$ cat src/rtl/fifo_pkg.sv
// Shared definitions for the FIFO drain path: default word width and depth,
// plus the occupancy encoding of the 2-entry output buffer.
// No ports; imported by stream_skid_buf and fifo_stream_drain.
package fifo_pkg;

  localparam int FIFO_WIDTH = 16;
  localparam int FIFO_DEPTH = 16;

  // Occupancy of the in-order output buffer.
  typedef enum logic [1:0] {
    EMPTY = 2'd0,
    ONE   = 2'd1,
    TWO   = 2'd2
  } occ_e;

  // Number of words held for a given occupancy state.
  function automatic logic [1:0] occ_count(input occ_e s);
    logic [1:0] n;
    case (s)
      EMPTY:   n = 2'd0;
      ONE:     n = 2'd1;
      TWO:     n = 2'd2;
      default: n = 2'd0;
    endcase
    return n;
  endfunction

endpackage

$ cat src/rtl/stream_skid_buf.sv
// 2-entry in-order output buffer with EMPTY/ONE/TWO occupancy state machine.
// Latency: a word captured on one edge is presented on m_valid_o/m_data_o right after it.
// Backpressure: head held stable while m_ready_i is low; the caller must never capture into a full buffer.
// Ports:
//   clk, rst       - clock, asynchronous active-high reset
//   cap_vld_i/_dat_i - write a word into the buffer tail this cycle
//   m_ready_i      - sink accepts the head word (pop when m_valid_o is high)
//   m_valid_o/_data_o - registered head of the buffer
//   occ_o          - current occupancy state
module stream_skid_buf
  import fifo_pkg::*;
#(
  parameter int W = fifo_pkg::FIFO_WIDTH
) (
  input  logic         clk,
  input  logic         rst,
  input  logic         cap_vld_i,
  input  logic [W-1:0] cap_dat_i,
  input  logic         m_ready_i,
  output logic         m_valid_o,
  output logic [W-1:0] m_data_o,
  output occ_e         occ_o
);

  occ_e         occ_q, occ_d;
  logic [W-1:0] head_q, head_d;
  logic [W-1:0] tail_q, tail_d;
  logic         pop;

  assign pop = (occ_q != EMPTY) && m_ready_i;

  always_comb begin
    occ_d  = occ_q;
    head_d = head_q;
    tail_d = tail_q;
    case ({cap_vld_i, pop})
      2'b10: begin
        case (occ_q)
          EMPTY: begin
            head_d = cap_dat_i;
            occ_d  = ONE;
          end
          ONE: begin
            tail_d = cap_dat_i;
            occ_d  = TWO;
          end
          // Capture into a full buffer cannot happen: the read request
          // logic upstream never lets occupancy plus in-flight exceed 2.
          default: ;
        endcase
      end
      2'b01: begin
        case (occ_q)
          ONE:     occ_d = EMPTY;
          TWO: begin
            head_d = tail_q;
            occ_d  = ONE;
          end
          default: ;
        endcase
      end
      2'b11: begin
        // Occupancy unchanged; the head advances to the next word in order.
        case (occ_q)
          ONE: head_d = cap_dat_i;
          TWO: begin
            head_d = tail_q;
            tail_d = cap_dat_i;
          end
          default: ;
        endcase
      end
      default: ;
    endcase
  end

  always_ff @(posedge clk or posedge rst) begin
    if (rst) begin
      occ_q  <= EMPTY;
      head_q <= '0;
      tail_q <= '0;
    end else begin
      occ_q  <= occ_d;
      head_q <= head_d;
      tail_q <= tail_d;
    end
  end

  assign m_valid_o = (occ_q != EMPTY);
  assign m_data_o  = head_q;
  assign occ_o     = occ_q;

endmodule

$ cat src/rtl/fifo_stream_drain.sv
// Drains a synchronous FIFO (1-cycle read latency) into a valid/ready stream.
// Latency: 2 cycles from first fifo_rd_en to m_valid; one word per cycle sustained.
// Backpressure: reads stop once buffered plus in-flight words reach 2; m_data held while stalled.
// Ports:
//   clk, rst                  - clock, asynchronous active-high reset
//   enable                    - drain permitted
//   fifo_empty/_underflow/_data_out - FIFO status and read data
//   fifo_rd_en                - FIFO read request
//   m_valid/m_ready/m_data    - output stream
//   word_cnt                  - delivered-word count (wraps)
//   err_underflow             - sticky FIFO underflow flag
module fifo_stream_drain
  import fifo_pkg::*;
#(
  parameter int FIFO_WIDTH = fifo_pkg::FIFO_WIDTH,
  parameter int CNT_WIDTH  = 16
) (
  input  logic                  clk,
  input  logic                  rst,
  input  logic                  enable,
  input  logic                  fifo_empty,
  input  logic                  fifo_underflow,
  input  logic [FIFO_WIDTH-1:0] fifo_data_out,
  output logic                  fifo_rd_en,
  output logic                  m_valid,
  input  logic                  m_ready,
  output logic [FIFO_WIDTH-1:0] m_data,
  output logic [CNT_WIDTH-1:0]  word_cnt,
  output logic                  err_underflow
);

  logic                 armed_q, armed_d;
  logic                 inflight_q, inflight_d;
  logic [CNT_WIDTH-1:0] word_cnt_q, word_cnt_d;
  logic                 err_q, err_d;
  occ_e                 occ;
  logic                 pop;
  logic [2:0]           budget;
  logic                 rd_en;

  stream_skid_buf #(
    .W (FIFO_WIDTH)
  ) u_buf (
    .clk       (clk),
    .rst       (rst),
    .cap_vld_i (inflight_q),
    .cap_dat_i (fifo_data_out),
    .m_ready_i (m_ready),
    .m_valid_o (m_valid),
    .m_data_o  (m_data),
    .occ_o     (occ)
  );

  assign pop = m_valid && m_ready;

  // Occupancy is counted after this cycle's pop so a slot freed by the sink
  // can be refilled in the same cycle; without that credit the drain would
  // only move a word every other cycle.
  assign budget = {1'b0, occ_count(occ)} - {2'b00, pop} + {2'b00, inflight_q};

  // armed_q keeps the first read off until a clock edge has been seen with
  // reset released, and forces the request low while reset is held.
  assign rd_en      = armed_q && enable && !fifo_empty && (budget < 3'd2);
  assign fifo_rd_en = rd_en;

  always_comb begin
    armed_d    = 1'b1;
    inflight_d = rd_en;
    word_cnt_d = word_cnt_q;
    if (pop) begin
      word_cnt_d = word_cnt_q + {{(CNT_WIDTH-1){1'b0}}, 1'b1};
    end
    err_d = err_q | fifo_underflow;
  end

  always_ff @(posedge clk or posedge rst) begin
    if (rst) begin
      armed_q    <= 1'b0;
      inflight_q <= 1'b0;
      word_cnt_q <= '0;
      err_q      <= 1'b0;
    end else begin
      armed_q    <= armed_d;
      inflight_q <= inflight_d;
      word_cnt_q <= word_cnt_d;
      err_q      <= err_d;
    end
  end

  assign word_cnt      = word_cnt_q;
  assign err_underflow = err_q;

endmodule

$ cat config.mk
export PLATFORM = sky130hd
export DESIGN_NAME = fifo_stream_drain
export DESIGN_NICKNAME = d
export VERILOG_FILES = /design/src/rtl/fifo_pkg.sv /design/src/rtl/stream_skid_buf.sv /design/src/rtl/fifo_stream_drain.sv
export SDC_FILE = /design/constraint.sdc
export NUM_CORES = 1
export LEC_CHECK = 0
export CAP_MARGIN = 5
export CORE_MARGIN = 4
export CORE_UTILIZATION = 45
export DETAILED_ROUTE_END_ITERATION = 7
export PLACE_DENSITY = 0.75
export SLEW_MARGIN = 20
export SYNTH_ARGS = -nofsm -noshare
export SYNTH_HDL_FRONTEND = slang
export SYNTH_HIERARCHICAL = 1
export SYNTH_SLANG_ARGS = --single-unit
$ cat constraint.sdc
create_clock -name clk -period 2.4 [get_ports clk]
set_input_delay 0.48 -clock clk [delete_from_list [all_inputs] [get_ports clk]]
set_output_delay 0.48 -clock clk [all_outputs]
set_load 0.05 [all_outputs]
== Word-level counts from Yosys, hierarchy flattened ==
Index checks and enable logic that the tools add are counted.
Operators by class
  add/sub/neg operators: 3
  $lt $le $gt $ge: 1
  equal/unequal tests: 12
  muxes and demuxes: 11
  bitwise gates (word level): 1
  reductions and logical operators: 13
Operators with widths (count)
  $mux 16: 4
  $pmux 16 s2: 2
  $pmux 16 s3: 1
  $add 16x1->16 const B: 1
  $pmux 2 s2: 4
  $eq 2x2->1 const B: 3
  $ne 2x1->1 const B: 3
  $ne 3x2->1 const B: 2
  $reduce_and 3->1: 2
  $reduce_bool 2->1: 3
  $eq 2x1->1 const B: 2
  $logic_and 1x1->1: 4
  $reduce_and 4->1: 1
  $add 3x1->3: 1
  $lt 3x2->1 const B: 1
  $ne 3x1->1 const B: 1
  $reduce_bool 3->1: 1
  $sub 2x1->3: 1
  $logic_not 2->1: 1
  $ne 2x2->1 const B: 1
  $logic_not 1->1: 1
  $or 1x1->1: 1
Storage, ports and cells
  register bits after elaboration: 53
  input port bits: 22
  output and inout port bits: 35
  word-level logic and storage cells: 48

== Depth between registers and ports, before layout ==
Gate-level depths: netlist of the first run.
  depth in word-level cells: 6
  depth in mapped cells: 10
  mapped depth without buffers: 9

== Modules after synthesis ==
The synthesis of the first run kept the hierarchy.
Modules (own cells, without submodules)
  stream_skid_buf: instances 1, cells each 117, area each 1645.3 um2, sequential area each 850.8 um2
  fifo_stream_drain: instances 1, cells each 73, area each 902.1 um2, sequential area each 475.5 um2

== Worst setup path before layout of the first run ==
OpenSTA, ideal clock, no wires.
  kind: register to output
  start: register u_buf.occ_q[0], in the netlist u_buf/occ_o[0]
  end: output port fifo_rd_en
  data arrival time: 3.040 ns
  required time: 1.920 ns
  path slack: -1.120 ns
  cell stages (with the launch flop): 11
  buffers on the path: 1
  cells stage by stage: dfrtp_1 > inv_1 > ha_1 > inv_1 > and2_1 > clkbuf_1 > ha_1 > nand2b_1 > fa_1 > nand4b_1 > nor2_1
Between the ends
  word-level cells in the longest chain between the ends: 6
Ends and longest elaborated chain
  start: declaration: line stream_skid_buf.sv:25  | occ_e occ_q, occ_d;
  start signal: assignment: line stream_skid_buf.sv:79  | occ_q <= EMPTY;
  start signal: assignment: line stream_skid_buf.sv:83  | occ_q <= occ_d;
  $reduce_bool 2->1: line stream_skid_buf.sv:89  | assign m_valid_o = (occ_q != EMPTY);
  via m_valid: line fifo_stream_drain.sv:25  | output logic m_valid,
  $logic_and 1x1->1: line fifo_stream_drain.sv:54  | assign pop = m_valid && m_ready;
  via pop: line fifo_stream_drain.sv:37  | logic pop;
  $sub 2x1->3: line fifo_stream_drain.sv:59  | assign budget = {1'b0, occ_count(occ)} - {2'b00, pop} + {2'b00, inflight_q};
  $add 3x1->3: line fifo_stream_drain.sv:59
  $lt 3x2->1: line fifo_stream_drain.sv:63  | assign rd_en = armed_q && enable && !fifo_empty && (budget < 3'd2);
  $logic_and 1x1->1: line fifo_stream_drain.sv:63
  end: declaration: line fifo_stream_drain.sv:24  | output logic fifo_rd_en,
The timed path passes the listed nets, and every way through them passes these cells.

== Worst setup path in the final report of the first run ==
  start: register u_buf.occ_q[1], in the netlist u_buf/occ_o[1]
  end: output port fifo_rd_en
Between the ends
  word-level cells in the longest chain between the ends: 6
Ends and longest elaborated chain
  $eq 2x2->1, or another cell as far along: line fifo_pkg.sv:19  | case (s)
  $pmux 2 s2 / $logic_and 1x1->1 (equally long branches): line fifo_pkg.sv:19, fifo_stream_drain.sv:54
  $sub 2x1->3 *: line fifo_stream_drain.sv:59
  $add 3x1->3 *: line fifo_stream_drain.sv:59
  $lt 3x2->1 *: line fifo_stream_drain.sv:63
  $logic_and 1x1->1 *: line fifo_stream_drain.sv:63
Mark *: on every way between the ends. The rest lies on a longest branch, timed or not.

==> results.cfg, run 1 <==
[run_status]
outcome = complete, but fails checks
failed_checks = setup timing

[critical_path]
reg2reg_from = u_buf/occ_o[1]
path_class = flop to output port
startpoint = u_buf/occ_o[1]
worst_setup_path_end_kind = output port
cp.arrival_ns = 2.40
r2r-end = u_buf/tail_q[6]
cpMaxStageDelayCell = fa_1
crit_path_max_incr_delay_ns = 0.48
crit_family = adder cells
cp_max_fo = 2
rrSetupSlack_ns = 0.23
start_kind = flop
ff2ff_path_depth = 10
crit_chain = inv_2 > ha_4 > clkinvlp_4 > and2_4 > ha_4 > nand2b_4 > fa_1 > nand4b_1 > nor2_4 > buf_12
timing.critical_path.mode_cell = ha_4
required_ns = 1.92
cp.buffers_inverters = 3

[clocking]
numCtsBuffers = 5
ctsHoldBuffers = 0
clk_pin_slew_ns = 0.10
cts-root-buf = clkbuf_8
cts.path.max_buffers = 2
insertion_delay_ns = 0.31
h-tree-depth = 2
post_cts_buffers = 0
cts_tree = done
cts.sinks = 53

[drt]
wl_per_cell_um = 14.11
dr.pass1.iters = 4
via_count = 1711
drc_errors = 0
drtIter0Drc = 30
ant_nets = 0
viasPerCell = 5.077
wirelength_um = 4755

[placement]
place_congestion = 0.7301
port_buffers = 56
dp_hpwl_um = 3559
placed_area_um2 = 3361

[floorplanning]
die-area_um2 = 6929
die_y_um = 83.24
rows = 27
die_w_um = 83.24
ios = 57
start_util_pct = 46.26
fp.coreArea_um2 = 5507

[final_layout]
nFillCells = 448
diodes = 0
final_cell_area_um2 = 3457
syn2layout_area_growth_pct = 35.71
nNetsFinal = 295
finish.utilization_pct = 62.78
layout-drive-gt1-share_pct = 30.19

[timing]
rsz0062_at_grt = yes
report.final.slew_viol_count = 0
fmax_mhz = 347.1
skew_ns = 0.01076
worstMarginPinSlew_ns = 0.7109
slew_headroom_pct = 52.56
final_hold_viol_count = 0
fin_crit_sh_pct = 120.0
layout_setup_ws_ns = -0.4809
tns_ns = -0.4809
period_minus_slack_ns = 2.881
setup_viol = 1

[synthesis]
synthCells = 190
synth_fp_nets = 221
seq_area_frac_synth_pct = 52.06
mappedNetlistArea_um2 = 2547
synth_cell_types = 40
ys_ff_latch = 53
synth_top_area_cell = dfrtp_1
ys_async_sr_fraction_pct = 100.0
synthDominantCellAreaShare_pct = 52.06
synth-edff-count = 0
yosys_warnings = 6
synth.avg_cell_area_um2 = 13.41
netlist_top_cells_area = dfrtp_1 (52%), mux2_2 (15%), a22o_1 (5.5%), xnor2_1 (4.1%), ha_1 (3.9%)
synth_flop_cell = dfrtp_1

[global_route]
grt_max_degree = 35
met2_usage_pct = 25.51
antenna_found_initial = 0
grt_pass1_vias = 1824
grt_pass1_wl_um = 8445
grt_overflow = 0
grt-busiest-layer = met2
use_met1_pct = 18.12
gr-usage-met3_pct = 4.762
track_usage_pct = 14.86

[pwr]
p_leak_uw = 0.001490
power_density_nw_per_um2 = 1286
peakVddDrop_uv = 726.1

[hold_path]
hold_start = word_cnt[15]
worstHoldPathCells = 1
hold_class = flop to flop
hold_path_end = word_cnt[15]

[run]
cap_violations = 0
-- report_power, final --
group	switching, uW	internal [uW]
Sequential	228	1230
Clock	308	213
Combinational	1350	1110
-- synth_stat cells (2+ instances only) --
library cell  number
dfrtp_1           53
mux2_2            33
a22o_1            16
xnor2_1           12
inv_1              9
ha_1               8
nand2_1            8
nor2_1             6
xor2_1             4
nand3_1            3
nor2b_1            3
a21o_1             2
buf_2              2
buf_6              2
nand2b_1           2
nand4_1            2
nor4_4             2
-- flip-flops by register name (all words and copies together), names as in the netlist --
signal and flops:
inflight_q 1, armed_q 1, err_underflow 1, u_buf/tail_q 16, u_buf/occ_o 2, word_cnt 16
u_buf/m_data_o 16
-- kinds of logic (layout without fill, tap and decap cells) --
kind of cell / after synthesis / after routing / synth area share [%]
AND/OR/NAND/NOR: 36 / 36 / 10.41
multiplexers: 33 / 33 / 14.59
XOR/XNOR: 16 / 16 / 5.501
AO/OA/AOI/OAI: 25 / 25 / 9.234
buffers and inverters: 17 / 92 / 3.339
other: 1 / 1 / 0.1472
flip-flops: 53 / 53 / 52.06
adder cells (fa/ha/maj): 9 / 9 / 4.715
-- final cells by class --
| cell class | instances | area [um^2] | share of cell area, % |
|---|---|---|---|
| repair buffers | 73 | 720.7 | 20.85 |
| inverters | 11 | 45.04 | 1.303 |
| flip-flops and latches | 53 | 1326 | 38.36 |
| clock inverters | 3 | 25.02 | 0.7238 |
| multi-input cells | 120 | 1181 | 34.17 |
| well taps | 72 | 90.09 | 2.606 |
| clock buffers | 5 | 68.82 | 1.991 |
-- layout by cell type, fill, tap and decap left out, types with 2 or more instances in the layout --
master            n
inv_1             6
nand4_1           2
mux2_2           33
nand2_1           8
ha_1              6
inv_2             3
inv_6             2
nor2b_1           2
xnor2_1          12
ha_4              2
dfrtp_1          53
clkdlybuf4s50_1  54
nor4_4            2
a22o_1           16
nand3_1           3
a21o_1            2
clkinvlp_4        2
buf_4            16
xor2_1            4
clkbuf_8          5
buf_12            3
nor2_1            5
-- worst max path at each step --
stage / slack [ns] / to / depth (start not counted)
finish: -0.48 / fifo_rd_en / 10
global route: -0.58 / fifo_rd_en / 10
CTS: -0.51 / fifo_rd_en / 10
detailed placement: -0.45 / fifo_rd_en / 8
global placement: -0.41 / fifo_rd_en / 8
floorplan: -0.59 / fifo_rd_en / 10
-- timing repair --
| item | CTS | global route |
|---|---|---|
| endpoints found under the setup margin | 1 | 17 |
| gates resized for setup | 0 | 1 |
| pin swaps | 0 | 0 |
-- stage by stage --
stage | cells | total power (uW) | hold slack (ns) | setup slack [ns]
floorplan | 190 | 3182 | 0.4311 | -0.5881
finish | 337 | 4444 | 0.4831 | -0.4809
global placement | 329 | 3907 | 0.4451 | -0.4053
detailed placement | 329 | 3965 | 0.4663 | -0.4461
CTS | 337 | 4500 | 0.4834 | -0.5098
global route | 337 | 4721 | 0.5020 | -0.5752
-- worst reg2reg max path, stage by stage (launching register included) --
cell     delay, ns
dfrtp_1       0.37
inv_2         0.06
ha_4          0.16
buf_4         0.13
nor2b_2       0.16
inv_1         0.08
ha_1          0.19
nor2b_1       0.17
nor3_4        0.22
buf_12        0.18
mux2_2        0.34
-- metal layers --
layer / part of all wire (%) / vias to the layer above
li1: - / 817
met1: 43 / 839
met2: 50 / 49
met3: 6.2 / 6
met4: 0.84 / 0
met5: 0 / -
No activity file was read; power rests on OpenSTA's default activity.
==> run 2, diff against run 1 <==
CORE_UTILIZATION = 50   (was 45)
PLACE_DENSITY = 0.79   (was 0.75)
clock period = 2.7 ns   (was 2.4 ns; I/O delays follow)
==> results.cfg, run 2 (synthesized netlist as in run 1, its figures left out) <==
[placement]
dp_cells = 316
place_congestion = 0.7337
port_buffers = 56
place_ws_ns = -0.2684
dp_hpwl_um = 3467

[drt]
ant_nets = 0
drc_errors = 0
dr.pass1.iters = 4
drtIter0Drc = 73
viasPerCell = 5.166
wirelength_um = 4736
wl_per_cell_um = 14.31
via_count = 1710

[final_layout]
nFillCells = 367
syn2layout_area_growth_pct = 34.87
layout-drive-gt1-share_pct = 28.79
finish.utilization_pct = 71.32
mostFrequentLayoutCell = clkdlybuf4s50_1
nNetsFinal = 294
final_cells = 331
diodes = 0
final_cell_mix = clkdlybuf4s50_1 (54), dfrtp_1 (53), mux2_2 (33)

[global_route]
grt_pass1_wl_um = 7859
met2_usage_pct = 27.02
grt_max_degree = 35
grt-busiest-layer = met2
antenna_found_initial = 0
gr-usage-met3_pct = 3.837
grt_pass1_vias = 1697
use_met1_pct = 19.63
grt_overflow = 0
track_usage_pct = 15.97

[critical_path]
worst_setup_path_end_kind = output port
cp.arrival_ns = 2.39
start_kind = flop
cp_max_fo = 2
path_class = flop to output port
required_ns = 2.16

[pwr]
power_density_nw_per_um2 = 1142
totalPowerFinal_uw = 3924
p_leak_uw = 0.001475
peakVddDrop_uv = 747.6

[timing]
setup_viol = 1
rsz0062_at_grt = yes
whs_ns = 0.4749
fmax_mhz = 341.2
slew_headroom_pct = 54.01
worstMarginPinSlew_ns = 0.6891
final_hold_viol_count = 0
skew_ns = 0.006282
period_minus_slack_ns = 2.930
fin_crit_sh_pct = 108.5
report.final.slew_viol_count = 0
layout_setup_ws_ns = -0.2304

[clocking]
h-tree-depth = 2
cts.path.max_buffers = 2
insertion_delay_ns = 0.30
clk_pin_slew_ns = 0.09
cts_tree = done
cts.sinks = 53
numCtsBuffers = 5
cts-root-buf = clkbuf_8

[run_status]
failed_checks = setup timing
outcome = complete, but fails checks

[floorplanning]
rows = 25
fp.coreArea_um2 = 4817
start_util_pct = 52.88
die_w_um = 79.38
ios = 57
die-area_um2 = 6301
die_y_um = 79.38

[run]
cap_violations = 0

[hold_path]
hold_class = flop to flop
run 2: cell types whose count changed in the layout (fill, tap and decap cells not counted), sizes merged:
cell	previous run	this run
inv	11	9
clkinvlp	2	3
dlygate4sd2	0	1
buf	19	17
clkbuf	5	6
run 2: timing repair:
item / 4_1_cts / 5_1_grt
setup buffers: 2 / 5
endpoints found under the setup margin: 1 / 1
hold buffers: 0 / 0
pin swaps: 3 / 2
resized for setup: 1 / 0
run 2: layer usage:
metal | share of wire, % | wire length, um | up-vias
met5 | 0 | 0 | -
met3 | 5.0 | 237 | 4
met1 | 42 | 2000 | 845
li1 | - | - | 814
met4 | 1.2 | 56 | 0
met2 | 52 | 2442 | 47
run 2: layout make-up:
cell class | count | area (um^2) | share of cell area, %
sequential | 53 | 1326 | 38.60
multi-input combinational | 120 | 1179 | 34.30
timing repair buffer | 72 | 714.4 | 20.79
tap | 67 | 83.83 | 2.440
clock buffer | 6 | 72.57 | 2.112
inverter | 11 | 45.04 | 1.311
clock inverter | 2 | 15.01 | 0.4370
run 2: report_power, final:
part	leakage [uW]	internal, uW	switching (uW)
sequential	0.000657	1100	211
clock	0.0000374	183	247
combinational	0.000780	992	1200
run 2: metrics by stage:
stage	area [um^2]	setup TNS (ns)
global placement	3297	-0.2153
detailed placement	3297	-0.2684
floorplan	2604	-0.3481
CTS	3398	-0.2845
global route	3436	-0.3403
finish	3436	-0.2304
run 2: worst paths after layout:
check                               endpoint  cells after the start      startpoint  slack, ns
setup / recovery                  fifo_rd_en                     10  u_buf/occ_o[1]      -0.23
hold / removal                 err_underflow                      1   err_underflow       0.47
setup reg to reg            u_buf/tail_q[13]                     10  u_buf/occ_o[1]       0.48
hold reg to reg                err_underflow                      1   err_underflow       0.47
max in group asynchronous        word_cnt[3]                      2             rst       1.57
min in group asynchronous  u_buf/m_data_o[9]                      3             rst       0.69
run 2: critical path, cell delays in order, from the launching register on:
cell        delay (ns)
dfrtp_1           0.40
inv_2             0.09
ha_4              0.15
clkinvlp_4        0.07
and2_4            0.14
ha_4              0.20
nand2b_4          0.13
fa_1              0.48
nand4b_1          0.14
nor2_4            0.15
buf_12            0.15
==> run 3, diff against run 2 <==
==> constraint.sdc (replaced) <==
create_clock -name clk -period 2.7 [get_ports clk]
set_input_delay 0.54 -clock clk [delete_from_list [all_inputs] [get_ports clk]]
set_output_delay 0.54 -clock clk [all_outputs]
set_load 0.02 [all_outputs]
==> results.cfg, run 3 (synthesized netlist as in run 1, its figures left out) <==
[placement]
port_buffers = 56
dp_hpwl_um = 3451
place_ws_ns = -0.9007
placed_area_um2 = 3273
place_congestion = 0.7586

[hold_path]
hold_class = flop to flop
worstHoldPathCells = 1
hold_path_end = word_cnt[15]
hold_start = word_cnt[15]

[pwr]
power_density_nw_per_um2 = 1027
p_leak_uw = 0.001486
peakVddDrop_uv = 548.0

[floorplanning]
die_w_um = 79.38
start_util_pct = 52.88
die_y_um = 79.38
fp.coreArea_um2 = 4817
die-area_um2 = 6301
rows = 25
ios = 57

[critical_path]
ff2ff_path_depth = 8
worst_setup_path_end_kind = output port
r2r-end = u_buf/m_data_o[11]
required_ns = 2.16
cp.arrival_ns = 2.34
cp_max_fo = 2
start_kind = flop
path_class = flop to output port
rrSetupSlack_ns = 0.45
reg2reg_from = u_buf/occ_o[0]

[timing]
slew_headroom_pct = 54.10
worstMarginPinSlew_ns = 0.6877
period_minus_slack_ns = 2.877
setup_viol = 1
tns_ns = -0.1766
rsz0062_at_grt = yes
layout_setup_ws_ns = -0.1766
fin_crit_sh_pct = 106.5
final_hold_viol_count = 0
skew_ns = 0.009121
fmax_mhz = 347.6
report.final.slew_viol_count = 0

[run_status]
outcome = complete, but fails checks
failed_checks = setup timing

[global_route]
grt_overflow = 0
track_usage_pct = 16.17
grt_max_degree = 35
grt_pass1_wl_um = 7928
grt_pass1_vias = 1748
antenna_found_initial = 0

[final_layout]
diodes = 0
syn2layout_area_growth_pct = 34.14
nNetsFinal = 294
final_cell_mix = clkdlybuf4s50_1 (54), dfrtp_1 (53), mux2_2 (33)
mostFrequentLayoutCell = clkdlybuf4s50_1
final_cell_area_um2 = 3417
finish.utilization_pct = 70.94
layout-drive-gt1-share_pct = 29.17

[drt]
wirelength_um = 4722
wl_per_cell_um = 14.27
drc_errors = 0
drtIter0Drc = 75
viasPerCell = 5.094
dr.pass1.iters = 4
via_count = 1686
ant_nets = 0

[clocking]
cts_tree = done
cts.path.max_buffers = 2
cts-root-buf = clkbuf_8
cts.sinks = 53
insertion_delay_ns = 0.31
clk_pin_slew_ns = 0.09
numCtsBuffers = 5
h-tree-depth = 2

[run]
cap_violations = 0
run 3: metrics by stage:
stage	cells	power [uW]	hold slack, ns
finish	331	3510	0.4733
global route	331	3753	0.4974
detailed placement	319	3036	0.4573
floorplan	190	2400	0.4810
CTS	328	3526	0.4788
global placement	319	2989	0.4562
run 3: worst max-delay path by stage:
stage	start	endpoint	slack [ns]	cells past startpoint
after CTS	u_buf/occ_o[0]	fifo_rd_en	-0.25	10
after global placement	m_ready	fifo_rd_en	-0.82	8
final	u_buf/occ_o[1]	fifo_rd_en	-0.18	10
after detailed placement	m_ready	fifo_rd_en	-0.90	8
after global routing	u_buf/occ_o[1]	fifo_rd_en	-0.26	10
after floorplan	u_buf/occ_o[0]	fifo_rd_en	0.004	10
run 3: critical path: stages (launching register included):
cell and delay (ns):
dfrtp_1 0.39, inv_2 0.08, ha_4 0.15, inv_4 0.03
and2_4 0.16, ha_4 0.20, nand2b_4 0.13, fa_1 0.49
nand4b_1 0.15, nor2_4 0.14, buf_6 0.13
run 3: layer usage:
layer / wire length [um] / track usage (%)
met2: 2366 / 28.20
met1: 2062 / 19.13
met5: 0 / 0
met3: 229 / 4.289
met4: 63 / 5.842
run 3: what timing repair did:
action,in CTS,in global routing
pin swaps,5,3
hold buffers,0,0
gates resized for setup,10,0
setup endpoints to repair,1,1
buffers inserted,1,3
run 3: where the power goes:
part           switching, uW  total, uW  internal, uW
Clock                    261        445           184
Sequential               208       1300          1100
Combinational            793       1760           968
run 3: area by class of cell:
class,count,area [um^2]
fillers,354,1400
inverters,11,43.79
flip-flops and latches,53,1326
clock inverters,3,22.52
repair buffers,72,693.2
multi-input cells,120,1179
well taps,67,83.83
clock buffers,5,68.82
